## src/rtl/cpu_ctrl_pkg.sv

```systemverilog
// cpu_ctrl_pkg
// Shared definitions for the CPU control unit:
//   - opcode localparams for the 5-bit command field (instr[18:14])
//   - sequencer state enum
//   - next-PC and writeback select enums
//   - error code enum
//   - the decoded control word passed from the decoder to the top level
package cpu_ctrl_pkg;

    localparam logic [4:0] OP_LOAD    = 5'b10000;
    localparam logic [4:0] OP_STORE   = 5'b10001;
    localparam logic [4:0] OP_JMP     = 5'b10010;
    localparam logic [4:0] OP_CALL    = 5'b10011;
    localparam logic [4:0] OP_RET     = 5'b10100;
    localparam logic [4:0] OP_BZ      = 5'b10101;
    localparam logic [4:0] OP_BNZ     = 5'b10110;
    localparam logic [4:0] OP_BC      = 5'b10111;
    localparam logic [4:0] OP_BNC     = 5'b11100;
    localparam logic [4:0] OP_NOP     = 5'b11101;
    localparam logic [4:0] OP_HALT    = 5'b11110;
    localparam logic [4:0] OP_ILLEGAL = 5'b11111;

    typedef enum logic [1:0] {
        S_BOOT = 2'd0,
        S_RUN  = 2'd1,
        S_LOAD = 2'd2,
        S_HALT = 2'd3
    } state_t;

    typedef enum logic [1:0] {
        PC_INC = 2'd0,
        PC_STK = 2'd1,
        PC_ABS = 2'd2,
        PC_REL = 2'd3
    } pc_sel_t;

    typedef enum logic [1:0] {
        WB_ALU = 2'd0,
        WB_MEM = 2'd1,
        WB_SHF = 2'd2
    } wb_sel_t;

    typedef enum logic [1:0] {
        ERR_NONE      = 2'd0,
        ERR_ILLEGAL   = 2'd1,
        ERR_OVERFLOW  = 2'd2,
        ERR_UNDERFLOW = 2'd3
    } err_t;

    // Raw decode of one opcode; the top level decides whether it is
    // actually allowed to reach the datapath this cycle.
    typedef struct packed {
        logic    sel_imm;
        logic    store;
        logic    en;
        logic    pop;
        logic    push;
        logic    sh_o_ALU;
        logic    R2_o_Rd;
        logic    regWrite;
        pc_sel_t pc_state;
        wb_sel_t wb;
        logic    is_load;
        logic    is_call;
        logic    is_ret;
        logic    is_halt;
        logic    is_illegal;
    } ctrl_t;

endpackage

```

## src/rtl/cpu_ctrl_decode.sv

```systemverilog
// cpu_ctrl_decode
// Purely combinational opcode decoder. Turns the 5-bit command plus the
// C/Z flags into a control word. Sequencing, stack checks and halt gating
// are applied by cpu_controller, not here.
// Ports:
//   command  in   5  opcode, instr[18:14]
//   C_out    in   1  carry flag
//   Z_out    in   1  zero flag
//   ctrl     out     decoded control word (ctrl_t)
module cpu_ctrl_decode
    import cpu_ctrl_pkg::*;
(
    input  logic [4:0] command,
    input  logic       C_out,
    input  logic       Z_out,
    output ctrl_t      ctrl
);

    // Branches pick the relative target only when their flag condition
    // holds; otherwise they fall through as PC+1.
    always_comb begin
        ctrl = '0;
        casez (command)
            5'b00???: begin
                ctrl.regWrite = 1'b1;
                ctrl.en       = 1'b1;
            end
            5'b01???: begin
                ctrl.regWrite = 1'b1;
                ctrl.en       = 1'b1;
                ctrl.sel_imm  = 1'b1;
            end
            5'b110??: begin
                ctrl.regWrite = 1'b1;
                ctrl.en       = 1'b1;
                ctrl.sh_o_ALU = 1'b1;
                ctrl.wb       = WB_SHF;
            end
            OP_LOAD: begin
                ctrl.is_load  = 1'b1;
                ctrl.regWrite = 1'b1;
                ctrl.wb       = WB_MEM;
            end
            OP_STORE: begin
                ctrl.store   = 1'b1;
                ctrl.R2_o_Rd = 1'b1;
            end
            OP_JMP: begin
                ctrl.pc_state = PC_ABS;
            end
            OP_CALL: begin
                ctrl.is_call  = 1'b1;
                ctrl.push     = 1'b1;
                ctrl.pc_state = PC_ABS;
            end
            OP_RET: begin
                ctrl.is_ret   = 1'b1;
                ctrl.pop      = 1'b1;
                ctrl.pc_state = PC_STK;
            end
            OP_BZ: begin
                ctrl.pc_state = Z_out ? PC_REL : PC_INC;
            end
            OP_BNZ: begin
                ctrl.pc_state = Z_out ? PC_INC : PC_REL;
            end
            OP_BC: begin
                ctrl.pc_state = C_out ? PC_REL : PC_INC;
            end
            OP_BNC: begin
                ctrl.pc_state = C_out ? PC_INC : PC_REL;
            end
            OP_NOP: begin
            end
            OP_HALT: begin
                ctrl.is_halt = 1'b1;
            end
            OP_ILLEGAL: begin
                ctrl.is_illegal = 1'b1;
            end
            default: begin
            end
        endcase
    end

endmodule

```

## src/rtl/cpu_controller.sv

```systemverilog
// cpu_controller
// Multi-cycle control unit for the 8-bit / 19-bit-instruction datapath.
// Holds the sequencer FSM (boot, run, stretched load, halt), the call-stack
// depth counter, the load wait counter and the sticky error code, and gates
// the decoder's control word accordingly.
// Ports:
//   clk, rst        clock (rising edge), async active-high reset
//   command   in 5  opcode instr[18:14]
//   C_out     in 1  carry flag      Z_out in 1  zero flag
//   sel_imm, store, en, pop, push, sh_o_ALU, R2_o_Rd, regWrite  out 1
//   pc_state  out 2 next-PC select  what_the_faz out 2 writeback select
//   pc_en     out 1 PC load enable  halted out 1 in S_HALT
//   err       out 2 sticky error code
module cpu_controller
    import cpu_ctrl_pkg::*;
#(
    parameter int STACK_DEPTH = 8,
    parameter int LOAD_WAIT   = 1
) (
    input  logic       clk,
    input  logic       rst,
    input  logic [4:0] command,
    input  logic       C_out,
    input  logic       Z_out,
    output logic       sel_imm,
    output logic       store,
    output logic       en,
    output logic       pop,
    output logic       push,
    output logic       sh_o_ALU,
    output logic       R2_o_Rd,
    output logic       regWrite,
    output logic [1:0] pc_state,
    output logic [1:0] what_the_faz,
    output logic       pc_en,
    output logic       halted,
    output logic [1:0] err
);

    localparam int             DW           = $clog2(STACK_DEPTH + 1);
    localparam logic [DW-1:0]  DEPTH_MAX    = DW'(STACK_DEPTH);
    localparam logic [1:0]     WAIT_INIT    = 2'(LOAD_WAIT - 1);
    localparam bit             LOAD_STRETCH = (LOAD_WAIT > 0);

    state_t        state_q, state_d;
    logic [DW-1:0] depth_q, depth_d;
    logic [1:0]    wait_q, wait_d;
    err_t          err_q, err_d;
    ctrl_t         ctrl;

    logic stack_full;
    logic stack_empty;
    logic call_overflow;
    logic ret_underflow;
    logic run_blocked;

    cpu_ctrl_decode u_decode (
        .command (command),
        .C_out   (C_out),
        .Z_out   (Z_out),
        .ctrl    (ctrl)
    );

    assign stack_full    = (depth_q == DEPTH_MAX);
    assign stack_empty   = (depth_q == '0);
    assign call_overflow = ctrl.is_call && stack_full;
    assign ret_underflow = ctrl.is_ret && stack_empty;

    // Any S_RUN cycle that must not touch the datapath: stopping opcodes,
    // stack faults, and the first cycle of a stretched load.
    assign run_blocked = ctrl.is_halt || ctrl.is_illegal || call_overflow ||
                         ret_underflow || (ctrl.is_load && LOAD_STRETCH);

    always_ff @(posedge clk or posedge rst) begin
        if (rst) begin
            state_q <= S_BOOT;
            depth_q <= '0;
            wait_q  <= '0;
            err_q   <= ERR_NONE;
        end else begin
            state_q <= state_d;
            depth_q <= depth_d;
            wait_q  <= wait_d;
            err_q   <= err_d;
        end
    end

    // Stack faults are detected before the counter moves, so depth never
    // wraps past either end.
    always_comb begin
        state_d = state_q;
        depth_d = depth_q;
        wait_d  = wait_q;
        err_d   = err_q;
        case (state_q)
            S_BOOT: begin
                state_d = S_RUN;
            end
            S_RUN: begin
                if (ctrl.is_illegal) begin
                    err_d   = ERR_ILLEGAL;
                    state_d = S_HALT;
                end else if (ctrl.is_halt) begin
                    state_d = S_HALT;
                end else if (call_overflow) begin
                    err_d   = ERR_OVERFLOW;
                    state_d = S_HALT;
                end else if (ret_underflow) begin
                    err_d   = ERR_UNDERFLOW;
                    state_d = S_HALT;
                end else if (ctrl.is_call) begin
                    depth_d = depth_q + DW'(1);
                end else if (ctrl.is_ret) begin
                    depth_d = depth_q - DW'(1);
                end else if (ctrl.is_load && LOAD_STRETCH) begin
                    wait_d  = WAIT_INIT;
                    state_d = S_LOAD;
                end
            end
            S_LOAD: begin
                if (wait_q != 2'd0) begin
                    wait_d = wait_q - 2'd1;
                end else begin
                    state_d = S_RUN;
                end
            end
            S_HALT: begin
                state_d = S_HALT;
            end
            default: begin
                state_d = S_HALT;
            end
        endcase
    end

    // Everything defaults to 0 so S_BOOT, S_HALT and blocked cycles leave the
    // datapath frozen; only err and halted escape that default.
    always_comb begin
        sel_imm      = 1'b0;
        store        = 1'b0;
        en           = 1'b0;
        pop          = 1'b0;
        push         = 1'b0;
        sh_o_ALU     = 1'b0;
        R2_o_Rd      = 1'b0;
        regWrite     = 1'b0;
        pc_state     = PC_INC;
        what_the_faz = WB_ALU;
        pc_en        = 1'b0;
        halted       = (state_q == S_HALT);
        err          = err_q;
        case (state_q)
            S_RUN: begin
                if (!run_blocked) begin
                    sel_imm      = ctrl.sel_imm;
                    store        = ctrl.store;
                    en           = ctrl.en;
                    pop          = ctrl.pop;
                    push         = ctrl.push;
                    sh_o_ALU     = ctrl.sh_o_ALU;
                    R2_o_Rd      = ctrl.R2_o_Rd;
                    regWrite     = ctrl.regWrite;
                    pc_state     = ctrl.pc_state;
                    what_the_faz = ctrl.wb;
                    pc_en        = 1'b1;
                end
            end
            S_LOAD: begin
                if (wait_q == 2'd0) begin
                    regWrite     = 1'b1;
                    what_the_faz = WB_MEM;
                    pc_en        = 1'b1;
                end
            end
            default: begin
            end
        endcase
    end

endmodule

```

## config.mk

```make
export PLATFORM = sky130hd
export DESIGN_NAME = cpu_controller
export DESIGN_NICKNAME = d
export VERILOG_FILES = /design/src/rtl/cpu_ctrl_pkg.sv /design/src/rtl/cpu_ctrl_decode.sv /design/src/rtl/cpu_controller.sv
export SDC_FILE = /design/constraint.sdc
export NUM_CORES = 1
export LEC_CHECK = 0
export CAP_MARGIN = 20
export CORE_ASPECT_RATIO = 0.7
export CORE_UTILIZATION = 50
export DETAILED_ROUTE_END_ITERATION = 8
export PLACE_DENSITY = 0.85
export SYNTH_ARGS = -nofsm -noshare
export SYNTH_HDL_FRONTEND = slang
export SYNTH_SLANG_ARGS = --single-unit
```

## constraint.sdc

```tcl
create_clock -name clk -period 5.8 [get_ports clk]
set_input_delay 1.45 -clock clk [delete_from_list [all_inputs] [get_ports clk]]
set_output_delay 1.45 -clock clk [all_outputs]
set_load 0.05 [all_outputs]
```

==> impl_results.md <==
* Comb power frac at 55.3%
* Total of warnings raised by yosys at 0
* GRT met2 Usage at 37.0%
* Worst-case clock buffer depth at 2
* RR Endpoint: state_q[0]$_DFFE_PP0P_
* Critical path class: in -> out
* Fmax achieved at 183 MHz
* Fin crit period at 5.48 ns
* GRT overflow at 0
* Skew-Pair Late Insertion Delay at 0.25 ns
* Cell Chain, Critical Path: clkdlybuf4s50_1 > and4b_1 > o211ai_2 > and3_1 > and4_1 > clkdlybuf4s50_1
* Number of port buffers at 24
* GPL Wtd Cong at 0.831
* Top_reg_cell synth: dfrtp_1
* Final Hold Fails at 0
* Worst setup EP type: output port
* Placeable Area at 1890 sq um
* Starting Density at 54.0%
* Number of global-route vias before repair at 814
* Clock Tree Root: clkbuf_4
* Leak at 0.532 nW
* Min-delay src: err[0]$_DFFE_PP0P_
* First-pass DRT Iterations at 4
* Clock Pin Slew Worst Setup and Hold Paths at 0.06 ns
* Slew HR at 62.9%
* Post-synth cell types at 48
* Worst EP arrival at 4.03 ns
* Via-to-Cell Ratio at 6.01
* First-pass GRT wire length at 3830 um
* Crit path max fanout at 16
* CP required at 4.35 ns
* Total setup violations reported at the end of the flow at 0
* Hold EP: err[0]$_DFFE_PP0P_
* Routing usage on met3 at 3.63%
* GRT Max-Usage Layer: met2
* Number of synthesized flops with an enable pin at 0
* Vias at 1003
* Critical path startpoint category: input port
* Setup Buffers After CTS at 0
* TritonCTS clock tree: yes
* # DRC at 0
* ANT nets after route at 0
* Worst R2R Setup Slack at 3.92 ns
* Die width at 55.9 um
* Hold buffers post-CTS at 0
* Hold Path Class: reg -> reg
* Number of antenna violations at the first check in global routing at 0
* VDD IR max at 0.218 mV
* Reported net switching power at 165 uW
* Row cnt at 13
* GRT Total Usage at 23.3%
* Routed WL per cell at 15.1 um
* Period utilisation layout at 94.4%
* Sequential group share of total power at 28.8%
* Post-route clock skew at 0.000766 ns
* Worst path slowest cell: clkdlybuf4s50_1
* P&R area growth vs syn at 27.3%
* Seq/Total Area, Yosys at 24.6%
* Synth Register Bits at 10
* Post-Syn Area at 1020 sq um
* Final slew viol count at 0
* Worst slew pin tran at 0.548 ns
* Total negative setup slack at 0 ns
* CTS resizes at 0
* Outcome: finished, final reports clean
* Worst R2R Path Depth at 6
* ANT cells at 0
* Sink Count at 10
* Post-synth ARST share at 100%
* Dpl hpwl at 2030 um
* Number of DRC markers in iteration 0 at 34
* Net Sw Frac at 44.6%
* Largest net degree at the start of global routing at 17
* Syn Inst Count at 122
* Mapped Avg Cell Area at 8.35 sq um
* Max H-tree Level at 1
* Layout cell share with drive strength beyond 1 at 9.66%
* Max-Cap Viols at 0
* Int Power at 206 uW
* Final #Nets at 162
* Die span in y at 39.8 um
* Pwr dens at 286 nW/um^2
* Ports at 25
* Die area at 2220 sq um
* Met1 GRT Util at 33.5%
* Clock power share at 15.9%
* Syn nets at 138
* WHS Path Cells at 1
* Final wirelength at 2520 um
* TritonCTS buffer count at 3
* Worst path max stage delay at 0.80 ns
* Top cell by count, worst path: clkdlybuf4s50_1
* RSZ-0062 raised after global routing: false
* Reg2reg start: state_q[1]$_DFFE_PP0P_
* Layout Utilization at 68.7%
state kept, by name (all words and copies together), names as in the netlist:
register  flops
err           2
state_q       2
depth_q       4
wait_q        2
per-stage QoR:
stage	total power, mW	setup WS [ns]	std cells	hold WS [ns]	cell area, sq um
floorplan	0.255	0.676	122	0.475	1020
global placement	0.304	0.382	163	0.494	1260
detailed placement	0.312	0.357	163	0.500	1260
CTS	0.373	0.351	167	0.514	1300
global route	0.396	0.221	167	0.522	1300
finish	0.371	0.322	167	0.509	1300
final cells by class:
class / instances / area [sq um]
Clock buffer: 4 / 36.3
Fill cell: 160 / 591
Inverter: 10 / 37.5
Multi-Input combinational cell: 95 / 689
Sequential cell: 10 / 250
Tap cell: 22 / 27.5
Timing Repair Buffer: 26 / 255
placed cells by master (no fill, tap or decap), types with 2 or more instances in the layout:
cell,n
o22ai_1,3
or2_2,2
o31ai_1,2
o21ai_0,3
o22a_1,2
buf_4,2
nor2_1,6
inv_1,10
nand2b_1,2
and3_1,3
ha_1,6
nand4_1,2
a21oi_1,7
nand3_1,4
clkdlybuf4s50_1,24
a2bb2oi_2,2
nor3b_1,4
nor2b_1,2
nor4b_1,2
dfrtp_1,10
clkbuf_4,3
nand2_1,13
nor3_1,5
Yosys cell counts (all sizes together), types with 2 or more instances:
master,n,area (sq um)
a21oi,7,35.0
a2bb2oi,3,38.8
and3,3,18.8
buf,3,26.3
clkbuf,4,15.0
dfrtp,10,250
ha,6,75.1
inv,10,37.5
nand2,13,48.8
nand2b,2,12.5
nand3,4,20.0
nand4,2,12.5
nor2,6,22.5
nor2b,2,12.5
nor3,5,25.0
nor3b,5,42.5
nor4b,2,17.5
o211ai,2,20.0
o21ai,4,20.0
o22a,2,17.5
o22ai,3,18.8
o31ai,2,15.0
or2,2,12.5
worst max path at each step:
stage / endpoint / depth (start not counted) / slack [ns] / startpoint
floorplan: what_the_faz[1] / 3 / 0.68 / command[2]
global placement: pc_state[0] / 6 / 0.38 / command[2]
detailed placement: pc_state[0] / 6 / 0.36 / command[2]
CTS: pc_state[0] / 6 / 0.35 / command[2]
global route: store / 6 / 0.22 / command[2]
finish: pc_state[0] / 6 / 0.32 / command[2]
per-layer routing:
metal	vias up	share of wire (%)
met1	475	46
met3	0	5.8
met2	30	48
met4	0	0
li1	498	-
met5	-	0
power groups by stage:
stage	clock, mW	sequential [mW]	combinational [mW]
floorplan	0	0.128	0.127
finish	0.0590	0.107	0.205
detailed placement	0	0.108	0.204
global placement	0	0.106	0.198
CTS	0.0613	0.107	0.205
global route	0.0644	0.109	0.223
critical path: cells and delay by family:
kind	cells	cell delay [ns]
buf+inv	2	1.58
compound gates	1	0.27
simple gates	3	0.72
cell families (layout without fill, tap and decap cells):
kind of cell	Yosys count	count (layout)	synth area share, %
compound gates	34	34	27.5
xor+xnor	1	1	0.860
fa+ha+maj	7	7	9.34
buf+inv	17	40	7.74
flops	10	10	24.6
mux	1	1	0.983
simple gates	52	52	29.0
Note: power is estimated with default switching activity, not from simulation.
